===== config.mk =====
export PLATFORM = sky130hd
export DESIGN_NAME = sme_feeder
export DESIGN_NICKNAME = d
export VERILOG_FILES = /design/src/rtl/sme_pkg.sv /design/src/rtl/sme_char_buf.sv /design/src/rtl/sme_feeder.sv
export SDC_FILE = /design/constraint.sdc
export NUM_CORES = 1
export LEC_CHECK = 0
export CORE_AREA = 8 8 188 190
export DETAILED_ROUTE_END_ITERATION = 10
export DIE_AREA = 0 0 196 198
export PLACE_DENSITY = 0.71
export SYNTH_ARGS = -nofsm -noshare
export SYNTH_HDL_FRONTEND = slang
export SYNTH_HIERARCHICAL = 1
export SYNTH_SLANG_ARGS = --single-unit

===== constraint.sdc =====
create_clock -name i_clk -period 4.7 [get_ports i_clk]
set_input_delay 0.47 -clock i_clk [delete_from_list [all_inputs] [get_ports i_clk]]
set_output_delay 0.47 -clock i_clk [all_outputs]
set_load 0.005 [all_outputs]

===== src/rtl/sme_pkg.sv =====
// Shared definitions for the string-matching-engine feeder: widths,
// buffer depth defaults, FSM state encoding and special characters.
package sme_pkg;

  localparam int CHAR_W      = 8;
  localparam int IDX_W       = 5;
  localparam int MAX_STR_DEF = 32;
  localparam int MAX_PAT_DEF = 8;

  // Pattern metacharacters understood by the engine
  localparam logic [CHAR_W-1:0] CH_DOT    = 8'd46;
  localparam logic [CHAR_W-1:0] CH_DOLLAR = 8'd36;
  localparam logic [CHAR_W-1:0] CH_CARET  = 8'd94;
  localparam logic [CHAR_W-1:0] CH_SPACE  = 8'd32;

  // Feeder state encoding
  typedef logic [2:0] sme_state_t;
  localparam sme_state_t ST_IDLE     = 3'd0;
  localparam sme_state_t ST_SEND_STR = 3'd1;
  localparam sme_state_t ST_SEND_PAT = 3'd2;
  localparam sme_state_t ST_WAIT_RES = 3'd3;
  localparam sme_state_t ST_DONE     = 3'd4;

  // The feeder is busy in every state except IDLE
  function automatic logic state_busy(input sme_state_t st);
    return (st != ST_IDLE);
  endfunction

endpackage


===== src/rtl/sme_char_buf.sv =====
// Depth-N byte buffer with an append-only length counter. Writes to a full
// buffer are dropped and reported through o_drop for one cycle.
module sme_char_buf
  import sme_pkg::*;
#(
  parameter  int DEPTH = MAX_PAT_DEF,
  parameter  int W     = CHAR_W,
  localparam int LEN_W = $clog2(DEPTH + 1),
  localparam int AW    = $clog2(DEPTH)
) (
  input  logic             i_clk,
  input  logic             i_reset,
  input  logic             i_clr,
  input  logic             i_wr_en,
  input  logic [W-1:0]     i_wr_data,
  input  logic [AW-1:0]    i_rd_idx,
  output logic [W-1:0]     o_rd_data,
  output logic [LEN_W-1:0] o_len,
  output logic             o_drop
);

  logic [W-1:0]     r_mem [DEPTH];
  logic [LEN_W-1:0] r_len;
  logic             w_full;

  assign w_full    = (r_len == LEN_W'(DEPTH));
  assign o_drop    = i_wr_en & w_full & ~i_clr;
  assign o_rd_data = r_mem[i_rd_idx];
  assign o_len     = r_len;

  // Length counter and storage: clear wins over append, full drops the write
  always_ff @(posedge i_clk) begin
    if (i_reset) begin
      r_len <= '0;
      for (int i = 0; i < DEPTH; i++) begin
        r_mem[i] <= '0;
      end
    end else if (i_clr) begin
      r_len <= '0;
    end else if (i_wr_en && !w_full) begin
      r_mem[r_len[AW-1:0]] <= i_wr_data;
      r_len                <= r_len + LEN_W'(1);
    end else begin
      r_len <= r_len;
    end
  end

endmodule


===== src/rtl/sme_feeder.sv =====
// Transmit-side driver for the string-matching engine. Holds one string and
// one pattern written by the host, streams them to the engine, waits for the
// engine result (or a timeout) and hands it back to the host. The string is
// retained across transactions so pattern queries can run back to back.
module sme_feeder
  import sme_pkg::*;
#(
  parameter int MAX_STR = MAX_STR_DEF,
  parameter int MAX_PAT = MAX_PAT_DEF,
  parameter int TIMEOUT = 255
) (
  input  logic              i_clk,
  input  logic              i_reset,
  input  logic              i_wr_en,
  input  logic              i_wr_sel,
  input  logic [CHAR_W-1:0] i_wr_data,
  input  logic              i_buf_clr,
  input  logic              i_start,
  input  logic              i_reuse_string,
  output logic              o_busy,
  output logic [CHAR_W-1:0] o_chardata,
  output logic              o_isstring,
  output logic              o_ispattern,
  input  logic              i_valid,
  input  logic              i_match,
  input  logic [IDX_W-1:0]  i_match_index,
  output logic              o_res_valid,
  output logic              o_res_match,
  output logic [IDX_W-1:0]  o_res_index,
  output logic              o_res_err,
  output logic              o_ovf
);

  localparam int SLEN_W = $clog2(MAX_STR + 1);
  localparam int PLEN_W = $clog2(MAX_PAT + 1);
  localparam int SIDX_W = $clog2(MAX_STR);
  localparam int PIDX_W = $clog2(MAX_PAT);
  localparam int CNT_W  = (SLEN_W > PLEN_W) ? SLEN_W : PLEN_W;
  localparam int WAIT_W = $clog2(TIMEOUT + 1);

  // Host-side command decode; a start in the same cycle masks clear/write so
  // the transaction always runs on the lengths it was launched with.
  logic              w_idle;
  logic              w_take_start;
  logic              w_clr_cmd;
  logic              w_wr_cmd;
  logic              w_str_wr;
  logic              w_pat_wr;
  logic              w_pat_clr;
  logic              w_str_drop;
  logic              w_pat_drop;
  logic              w_err_empty;
  logic [SLEN_W-1:0] w_str_len;
  logic [PLEN_W-1:0] w_pat_len;
  logic [CHAR_W-1:0] w_str_rd;
  logic [CHAR_W-1:0] w_pat_rd;

  // Next-state values
  sme_state_t        w_state_nx;
  logic [CNT_W-1:0]  w_idx_nx;
  logic [CNT_W-1:0]  w_idx_inc;
  logic [WAIT_W-1:0] w_wait_nx;
  logic              w_res_match_nx;
  logic [IDX_W-1:0]  w_res_index_nx;
  logic              w_res_err_nx;

  // State and registered outputs
  sme_state_t        r_state;
  logic [CNT_W-1:0]  r_idx;
  logic [WAIT_W-1:0] r_wait;
  logic              r_busy;
  logic [CHAR_W-1:0] r_chardata;
  logic              r_isstring;
  logic              r_ispattern;
  logic              r_res_valid;
  logic              r_res_match;
  logic [IDX_W-1:0]  r_res_index;
  logic              r_res_err;
  logic              r_ovf;

  assign w_idle       = (r_state == ST_IDLE);
  assign w_take_start = w_idle & i_start;
  assign w_clr_cmd    = w_idle & i_buf_clr & ~i_start;
  assign w_wr_cmd     = w_idle & i_wr_en & ~i_buf_clr & ~i_start;
  assign w_str_wr     = w_wr_cmd & ~i_wr_sel;
  assign w_pat_wr     = w_wr_cmd & i_wr_sel;
  // The pattern is consumed by every completed transaction
  assign w_pat_clr    = w_clr_cmd | (r_state == ST_DONE);
  assign w_err_empty  = (w_pat_len == '0) || (!i_reuse_string && (w_str_len == '0));
  assign w_idx_inc    = r_idx + CNT_W'(1);

  sme_char_buf #(.DEPTH(MAX_STR), .W(CHAR_W)) u_str_buf (
    .i_clk     (i_clk),
    .i_reset   (i_reset),
    .i_clr     (w_clr_cmd),
    .i_wr_en   (w_str_wr),
    .i_wr_data (i_wr_data),
    .i_rd_idx  (w_idx_nx[SIDX_W-1:0]),
    .o_rd_data (w_str_rd),
    .o_len     (w_str_len),
    .o_drop    (w_str_drop)
  );

  sme_char_buf #(.DEPTH(MAX_PAT), .W(CHAR_W)) u_pat_buf (
    .i_clk     (i_clk),
    .i_reset   (i_reset),
    .i_clr     (w_pat_clr),
    .i_wr_en   (w_pat_wr),
    .i_wr_data (i_wr_data),
    .i_rd_idx  (w_idx_nx[PIDX_W-1:0]),
    .o_rd_data (w_pat_rd),
    .o_len     (w_pat_len),
    .o_drop    (w_pat_drop)
  );

  // Next-state, character index, wait counter and result capture
  always_comb begin
    w_state_nx     = r_state;
    w_idx_nx       = r_idx;
    w_wait_nx      = r_wait;
    w_res_match_nx = r_res_match;
    w_res_index_nx = r_res_index;
    w_res_err_nx   = r_res_err;
    case (r_state)
      ST_IDLE: begin
        if (i_start) begin
          w_idx_nx  = '0;
          w_wait_nx = '0;
          if (w_err_empty) begin
            w_state_nx     = ST_DONE;
            w_res_err_nx   = 1'b1;
            w_res_match_nx = 1'b0;
            w_res_index_nx = '0;
          end else if (i_reuse_string) begin
            w_state_nx = ST_SEND_PAT;
          end else begin
            w_state_nx = ST_SEND_STR;
          end
        end else begin
          w_state_nx = ST_IDLE;
        end
      end
      ST_SEND_STR: begin
        if (w_idx_inc == CNT_W'(w_str_len)) begin
          w_state_nx = ST_SEND_PAT;
          w_idx_nx   = '0;
        end else begin
          w_idx_nx = w_idx_inc;
        end
      end
      ST_SEND_PAT: begin
        if (w_idx_inc == CNT_W'(w_pat_len)) begin
          w_state_nx = ST_WAIT_RES;
          w_idx_nx   = '0;
          w_wait_nx  = '0;
        end else begin
          w_idx_nx = w_idx_inc;
        end
      end
      ST_WAIT_RES: begin
        if (i_valid) begin
          w_state_nx     = ST_DONE;
          w_res_match_nx = i_match;
          w_res_index_nx = i_match_index;
          w_res_err_nx   = 1'b0;
        end else if (r_wait == WAIT_W'(TIMEOUT - 1)) begin
          w_state_nx     = ST_DONE;
          w_res_match_nx = 1'b0;
          w_res_index_nx = '0;
          w_res_err_nx   = 1'b1;
        end else begin
          w_wait_nx = r_wait + WAIT_W'(1);
        end
      end
      ST_DONE: begin
        w_state_nx = ST_IDLE;
      end
      default: begin
        w_state_nx = ST_IDLE;
        w_idx_nx   = '0;
        w_wait_nx  = '0;
      end
    endcase
  end

  // FSM registers; outputs are registered from the next state so the engine
  // sees the first character in the cycle right after start is sampled
  always_ff @(posedge i_clk) begin
    if (i_reset) begin
      r_state     <= ST_IDLE;
      r_idx       <= '0;
      r_wait      <= '0;
      r_busy      <= 1'b0;
      r_chardata  <= '0;
      r_isstring  <= 1'b0;
      r_ispattern <= 1'b0;
      r_res_valid <= 1'b0;
      r_res_match <= 1'b0;
      r_res_index <= '0;
      r_res_err   <= 1'b0;
    end else begin
      r_state     <= w_state_nx;
      r_idx       <= w_idx_nx;
      r_wait      <= w_wait_nx;
      r_busy      <= state_busy(w_state_nx);
      r_isstring  <= (w_state_nx == ST_SEND_STR);
      r_ispattern <= (w_state_nx == ST_SEND_PAT);
      if (w_state_nx == ST_SEND_STR) begin
        r_chardata <= w_str_rd;
      end else if (w_state_nx == ST_SEND_PAT) begin
        r_chardata <= w_pat_rd;
      end else begin
        r_chardata <= '0;
      end
      r_res_valid <= (w_state_nx == ST_DONE);
      r_res_match <= w_res_match_nx;
      r_res_index <= w_res_index_nx;
      r_res_err   <= w_res_err_nx;
    end
  end

  // Sticky overflow flag: cleared by an accepted start or a buffer clear
  always_ff @(posedge i_clk) begin
    if (i_reset) begin
      r_ovf <= 1'b0;
    end else if (w_take_start || w_clr_cmd) begin
      r_ovf <= 1'b0;
    end else if (w_str_drop || w_pat_drop) begin
      r_ovf <= 1'b1;
    end else begin
      r_ovf <= r_ovf;
    end
  end

  assign o_busy      = r_busy;
  assign o_chardata  = r_chardata;
  assign o_isstring  = r_isstring;
  assign o_ispattern = r_ispattern;
  assign o_res_valid = r_res_valid;
  assign o_res_match = r_res_match;
  assign o_res_index = r_res_index;
  assign o_res_err   = r_res_err;
  assign o_ovf       = r_ovf;

endmodule

**Word-level counts from Yosys, hierarchy flattened**

Memory sizes are Yosys's and may differ from the RTL's.
Cells that the tools add are included.

- Register bits: 47
- Bits in writable memories: 320
- Bits of input ports: 22
- Output and inout port bits: 20
- Word-level logic and storage cells: 133
- Memories: 2

- $add $sub $neg: 4
- Eq/ne operators: 18
- Muxes and demuxes: 50
- Bitwise gates (word level): 20
- Reductions and logical operators: 24

Memory list:

| memory | words | bits a word | read ports | clocked after memory_dff | write ports | line | source |
|---|---|---|---|---|---|---|---|
| u_str_buf.r_mem | 32 | 8 | 1 | 0 | 32 | sme_char_buf.sv:22 | `logic [W-1:0] r_mem [DEPTH];` |
| u_pat_buf.r_mem | 8 | 8 | 1 | 0 | 8 | sme_char_buf.sv:22 |  |

Operators by type and width:

| kind | number |
|---|---|
| two-way mux 8 bit | 8 |
| case mux 8 bit (4 select lines) | 1 |
| two-way mux 5 bit | 5 |
| case mux 6 bit (4 select lines) | 1 |
| two-way mux 3 bit | 7 |
| two-way mux 1 bit | 20 |
| two-way mux 6 bit | 3 |
| OR reduction 8 bit | 2 |
| adder 6 x 1 -> 6 bit (second input constant) | 2 |
| AND 1 bit | 12 |
| case mux 3 bit (4 select lines) | 1 |
| case mux 5 bit (2 select lines) | 1 |
| OR reduction 2 bit | 5 |
| == test 3 x 2 -> 1 bit (second input constant) | 3 |
| adder 8 x 1 -> 8 bit (second input constant) | 1 |
| == test 8 bit (second input constant) | 1 |
| != test 2 bit (second input constant) | 4 |
| inverter 1 bit | 7 |
| == test 3 x 1 -> 1 bit (second input constant) | 2 |
| == test 3 bit (second input constant) | 2 |
| == test 6 x 4 -> 1 bit | 1 |
| == test 6 bit | 1 |
| == test 6 bit (second input constant) | 1 |
| zero test 6 bit | 1 |
| 17 further kinds | 24 |

**Longest topological paths before layout**

- Depth in word-level cells: 12
- Depth in mapped cells: 14

**Modules after synthesis**

The synthesis kept the hierarchy.

Modules (own cells, without submodules):

| module | times used | cells an instance | area each (µm²) |
|---|---|---|---|
| sme_char_buf (u_str_buf) | 1 | 764 | 12,149.2 |
| sme_char_buf (u_pat_buf) | 1 | 209 | 3,263.1 |
| sme_feeder | 1 | 238 | 2,045.7 |

**Least setup slack after synthesis**

No wires, ideal clock.

- Path type: reg2reg
- Start point: register r_idx[1]
- End point: register r_chardata[0], in the netlist o_chardata[0]
- Library setup time: 119 ps
- Data arrival time: 3,551 ps
- Required time: 4,581 ps
- Path slack: 1,030 ps
- Stages on the path, launching flop included: 15
- Path buffers: 2
- Clock period less this slack: 3,670 ps
- Cells stage by stage: dfxtp_1 ha_1 xor2_1 and2_1 o2111a_2 a21oi_4 a211oi_1 nor3_1 clkbuf_1 clkbuf_1 mux4_2 mux4_2 mux2_2 nand4b_1 mux2i_1

- Elaborated cells between the ends (all ways): 16
- Classes of those cells: add/sub: 1; eq/ne: 4; mux: 9; memory: 2

RTL lines:

| element | line | source |
|---|---|---|
| from (decl) | sme_feeder.sv:69 | `logic [CNT_W-1:0] r_idx;` |
| from (signal assigned) | sme_feeder.sv:203 | `r_idx <= w_idx_nx;` |
| adder 6 x 1 -> 6 bit * | sme_feeder.sv:90 | `assign w_idx_inc = r_idx + CNT_W'(1);` |
| == test 6 x 4 -> 1 bit or == test 6 bit (tied branches) | sme_feeder.sv:152, sme_feeder.sv:144 |  |
| two-way mux 6 bit, on equally long branches | sme_feeder.sv:152, sme_feeder.sv:144 |  |
| case mux 6 bit (4 select lines) * | sme_feeder.sv:124 | `case (r_state)` |
| via w_idx_nx[2] | sme_feeder.sv:60 | `logic [CNT_W-1:0] w_idx_nx;` |
| memory read (32 x 8 bit) * | -- |  |
| via w_str_rd[0] | sme_feeder.sv:55 | `logic [CHAR_W-1:0] w_str_rd;` |
| two-way mux 8 bit * | sme_feeder.sv:208 | `if (w_state_nx == ST_SEND_STR) begin` |
| to (signal assigned) | sme_feeder.sv:209 | `r_chardata <= w_str_rd;` |
| to (signal assigned) | sme_feeder.sv:211 | `r_chardata <= w_pat_rd;` |
| to (decl) | sme_feeder.sv:72 | `logic [CHAR_W-1:0] r_chardata;` |

The timed path passes the listed nets; every way through them passes the cells marked *. The select of a mux whose other input is x is not followed.
A chain may end at the register's enable or synchronous reset.

**Worst setup path after layout**

- Start point: register r_idx[0]
- End point: register r_chardata[6], in the netlist o_chardata[6]

Same word-level chain as after synthesis.

==> run metrics <==
first-pass GRT wire length about 63 mm; post-place instance area roughly 18000 um2; Power, Total 6900 uW; row count 66; vias per cell 5.92; Mapped Nets around 1200; GR Layer Usage met1 0.296; delay-heaviest family, CP multiplexers; CP cell instances ha_1, xor2_1, nor2_1, o2111a_2, a21oi_4, o21ai_0, nand2_4, buf_12, mux4_2, mux4_2, mux2_2, nand4b_1, mux2i_1; synthesized instance count 1211; post-cts sizing count 0; per-cell routed wire length 24.7 um; Initial Utilization 0.542; Clock transition at path regs about 0.06 ns; CTS tree yes; # H-tree levels 2; Initial DRT Pass Iterations 5; RSZ-0062 raised after global routing no; Tmin final 4.32 ns; GP Congestion 0.846; # diodes 0; Vias ~10000; worst min path class flip-flop to flip-flop; clock latency on the worst-skew pair 0.53 ns; share of layout cells above drive strength 1 0.187; Clock Sinks 367; post-synthesis area per instance 14.4 um2; PwrDens 354 nW/um2; hold bufs inserted after CTS 0; Tot GR Track Use 0.215; CP Capture Type flip-flop; met2 Usage GRT 0.353; register area share after synthesis 0.604; Die H between 150 and 200 um; FF+latch count, synth between 300 and 400; Rel. slew slack 0.0853; number of setup buffers added after CTS 0; initial antenna violation count 0; top-area cell type share of the netlist area 0.550; Max Cap Viol 0; DP HPWL around 28 mm; commonest non-fill, non-tap cells in the layout and2_1 (325), edfxtp_1 (320), mux4_2 (80); nets 1278; Cell variety after synth 66; Slew @ Worst Pin 1.37 ns; WL final 41.6 mm; width of the die 196 um; worst-path fanout max 32; startpoint types flip-flop; Slew Limit Fails 0; leading area contributor after synthesis edfxtp_1; Cell Area, Synth 17500 um2; period utilization 0.919; vias in the first global route between 10000 and 15000; Synth-to-Final Area Change 11.7%; Final Hold Viols 0; asr flop ratio synth 0; worst vdd ir 0.000269 V; synth top area cells edfxtp_1 (55%), and2_1 (12%), mux4_2 (10%); total grt overflow 0; YS warnings 6; Finished Cell Area 19500 um2; type of the worst setup path flip-flop to flip-flop; commonest non-fill, non-tap cell in the layout and2_1; Synth Flop Type edfxtp_1; Setup violations, final 0; IO Pins 42; WP data required 5.08 ns; Post-synth EDFFs 320; static leakage between 0.006 and 0.007 uW; Routed Antenna Nets 0; slowest cell on the critical path mux4_2; status finished clean; fmax 0.232 GHz; CP Buf/Inv Count 1; DRC 0; Core Area 32200 um2; CTS max path bufs 3; Final TNS setup 0 ns; Die ar. 38800 um2; Buffers on Ports 41; DRT iter0 DRCs 831; Worst Path Arrival 4.70 ns; worst clock skew 0.0210 ns; largest net degree at the start of global routing 53; CTS buffer count 39; Top Usage Layer GRT met2; grt met3 use 0.0309; max incr delay on CP 0.59 ns; Most common cell on crit path mux4_2; CTS root buffer clkbuf_16
[final cells by class]
class / instances / area, um2
Fill cell: 2448 / 12700
Sequential cell: 367 / 10600
Multi-Input combinational cell: 763 / 6550
Clock buffer: 50 / 1040
Timing Repair Buffer: 68 / 671
Tap cell: 408 / 510
Clock inverter: 19 / 153
Inverter: 8 / 30.0
[kinds of logic (layout without fill, tap and decap cells)]
group / count (synthesis) / in the layout / synth area share
AND/OR/NAND/NOR: 548 / 548 / 0.186
AO/OA/AOI/OAI: 64 / 64 / 0.0277
XOR/XNOR: 19 / 19 / 0.0104
adder cells (fa/ha/maj): 9 / 9 / 0.00645
flip-flops: 367 / 367 / 0.604
multiplexers: 123 / 123 / 0.144
buffers and inverters: 81 / 145 / 0.0216
[registers in the layout, summed over array words and instances, names as in the netlist]
name and cells:
r_idx 6, o_res_match 1, o_ovf 1, r_state 3, u_str_buf/o_len 6, u_pat_buf/o_len 4, r_wait 8, o_chardata 8
o_busy 1, u_str_buf/r_mem 256, o_ispattern 1, o_res_err 1, o_isstring 1, o_res_valid 1, o_res_index 5, u_pat_buf/r_mem 64
[metal layers]
metal	vias to the layer above	wire length, um
li1	4554	-
met1	5015	17900
met2	321	20000
met3	65	2540
met4	0	1170
met5	-	0
[cell usage after synthesis (5+ instances only)]
cell type and number:
a21oi_1 13, a22oi_1 6, a311oi_1 5, and2_1 325, buf_1 8, buf_2 7
buf_4 7, clkbuf_1 47, dfxtp_1 47, edfxtp_1 320, ha_1 9, inv_1 8
mux2_2 16, mux2i_1 11, mux4_1 16, mux4_2 80, nand2_1 33, nand2b_1 7
nand3_1 7, nand4_1 6, nand4b_1 9, nor2_1 73, nor3_1 10, o21ai_0 6
or2_2 41, or3b_1 8, xnor2_1 6, xor2_1 12
[power by group]
group	leakage, uW	switching, uW	internal (uW)	total [uW]
sequential	0.00357	49.5	3650	3700
combinational	0.00266	180	106	286
clock	0.000585	1240	1670	2910
total	0.00681	1470	5430	6900
[through the flow]
stage / std cells / hold WS, ns / setup WS [ns] / utilization
final: 1683 / 0.463 / 0.382 / 0.606
after global routing: 1683 / 0.494 / 0.138 / 0.606
after CTS: 1683 / 0.464 / 0.377 / 0.606
after detailed placement: 1614 / 0.455 / 0.382 / 0.569
after global placement: 1614 / 0.447 / 0.501 / 0.569
after floorplan: 1211 / 0.447 / 1.03 / -
[worst reg2reg max path, cell delays in order, from the launching register on]
cell and delay (ns):
dfxtp_1 0.54, ha_1 0.29, xor2_1 0.26, nor2_1 0.07, o2111a_2 0.30, a21oi_4 0.25, o21ai_0 0.24, nand2_4 0.29
buf_12 0.29, mux4_2 0.62, mux4_2 0.53, mux2_2 0.28, nand4b_1 0.11, mux2i_1 0.11
[final timing paths]
path | start | to | slack, ns | cells after the start
hold reg to reg | o_res_err$_SDFFE_PP0P_ | o_res_err$_SDFFE_PP0P_ | 0.46 | 2
hold / removal | o_res_err$_SDFFE_PP0P_ | o_res_err$_SDFFE_PP0P_ | 0.46 | 2
setup reg to reg | r_idx[0]$_SDFF_PP0_ | o_chardata[6]$_SDFF_PP0_ | 0.38 | 13
setup / recovery | r_idx[0]$_SDFF_PP0_ | o_chardata[6]$_SDFF_PP0_ | 0.38 | 13
Note: power is estimated with default switching activity, not from simulation.
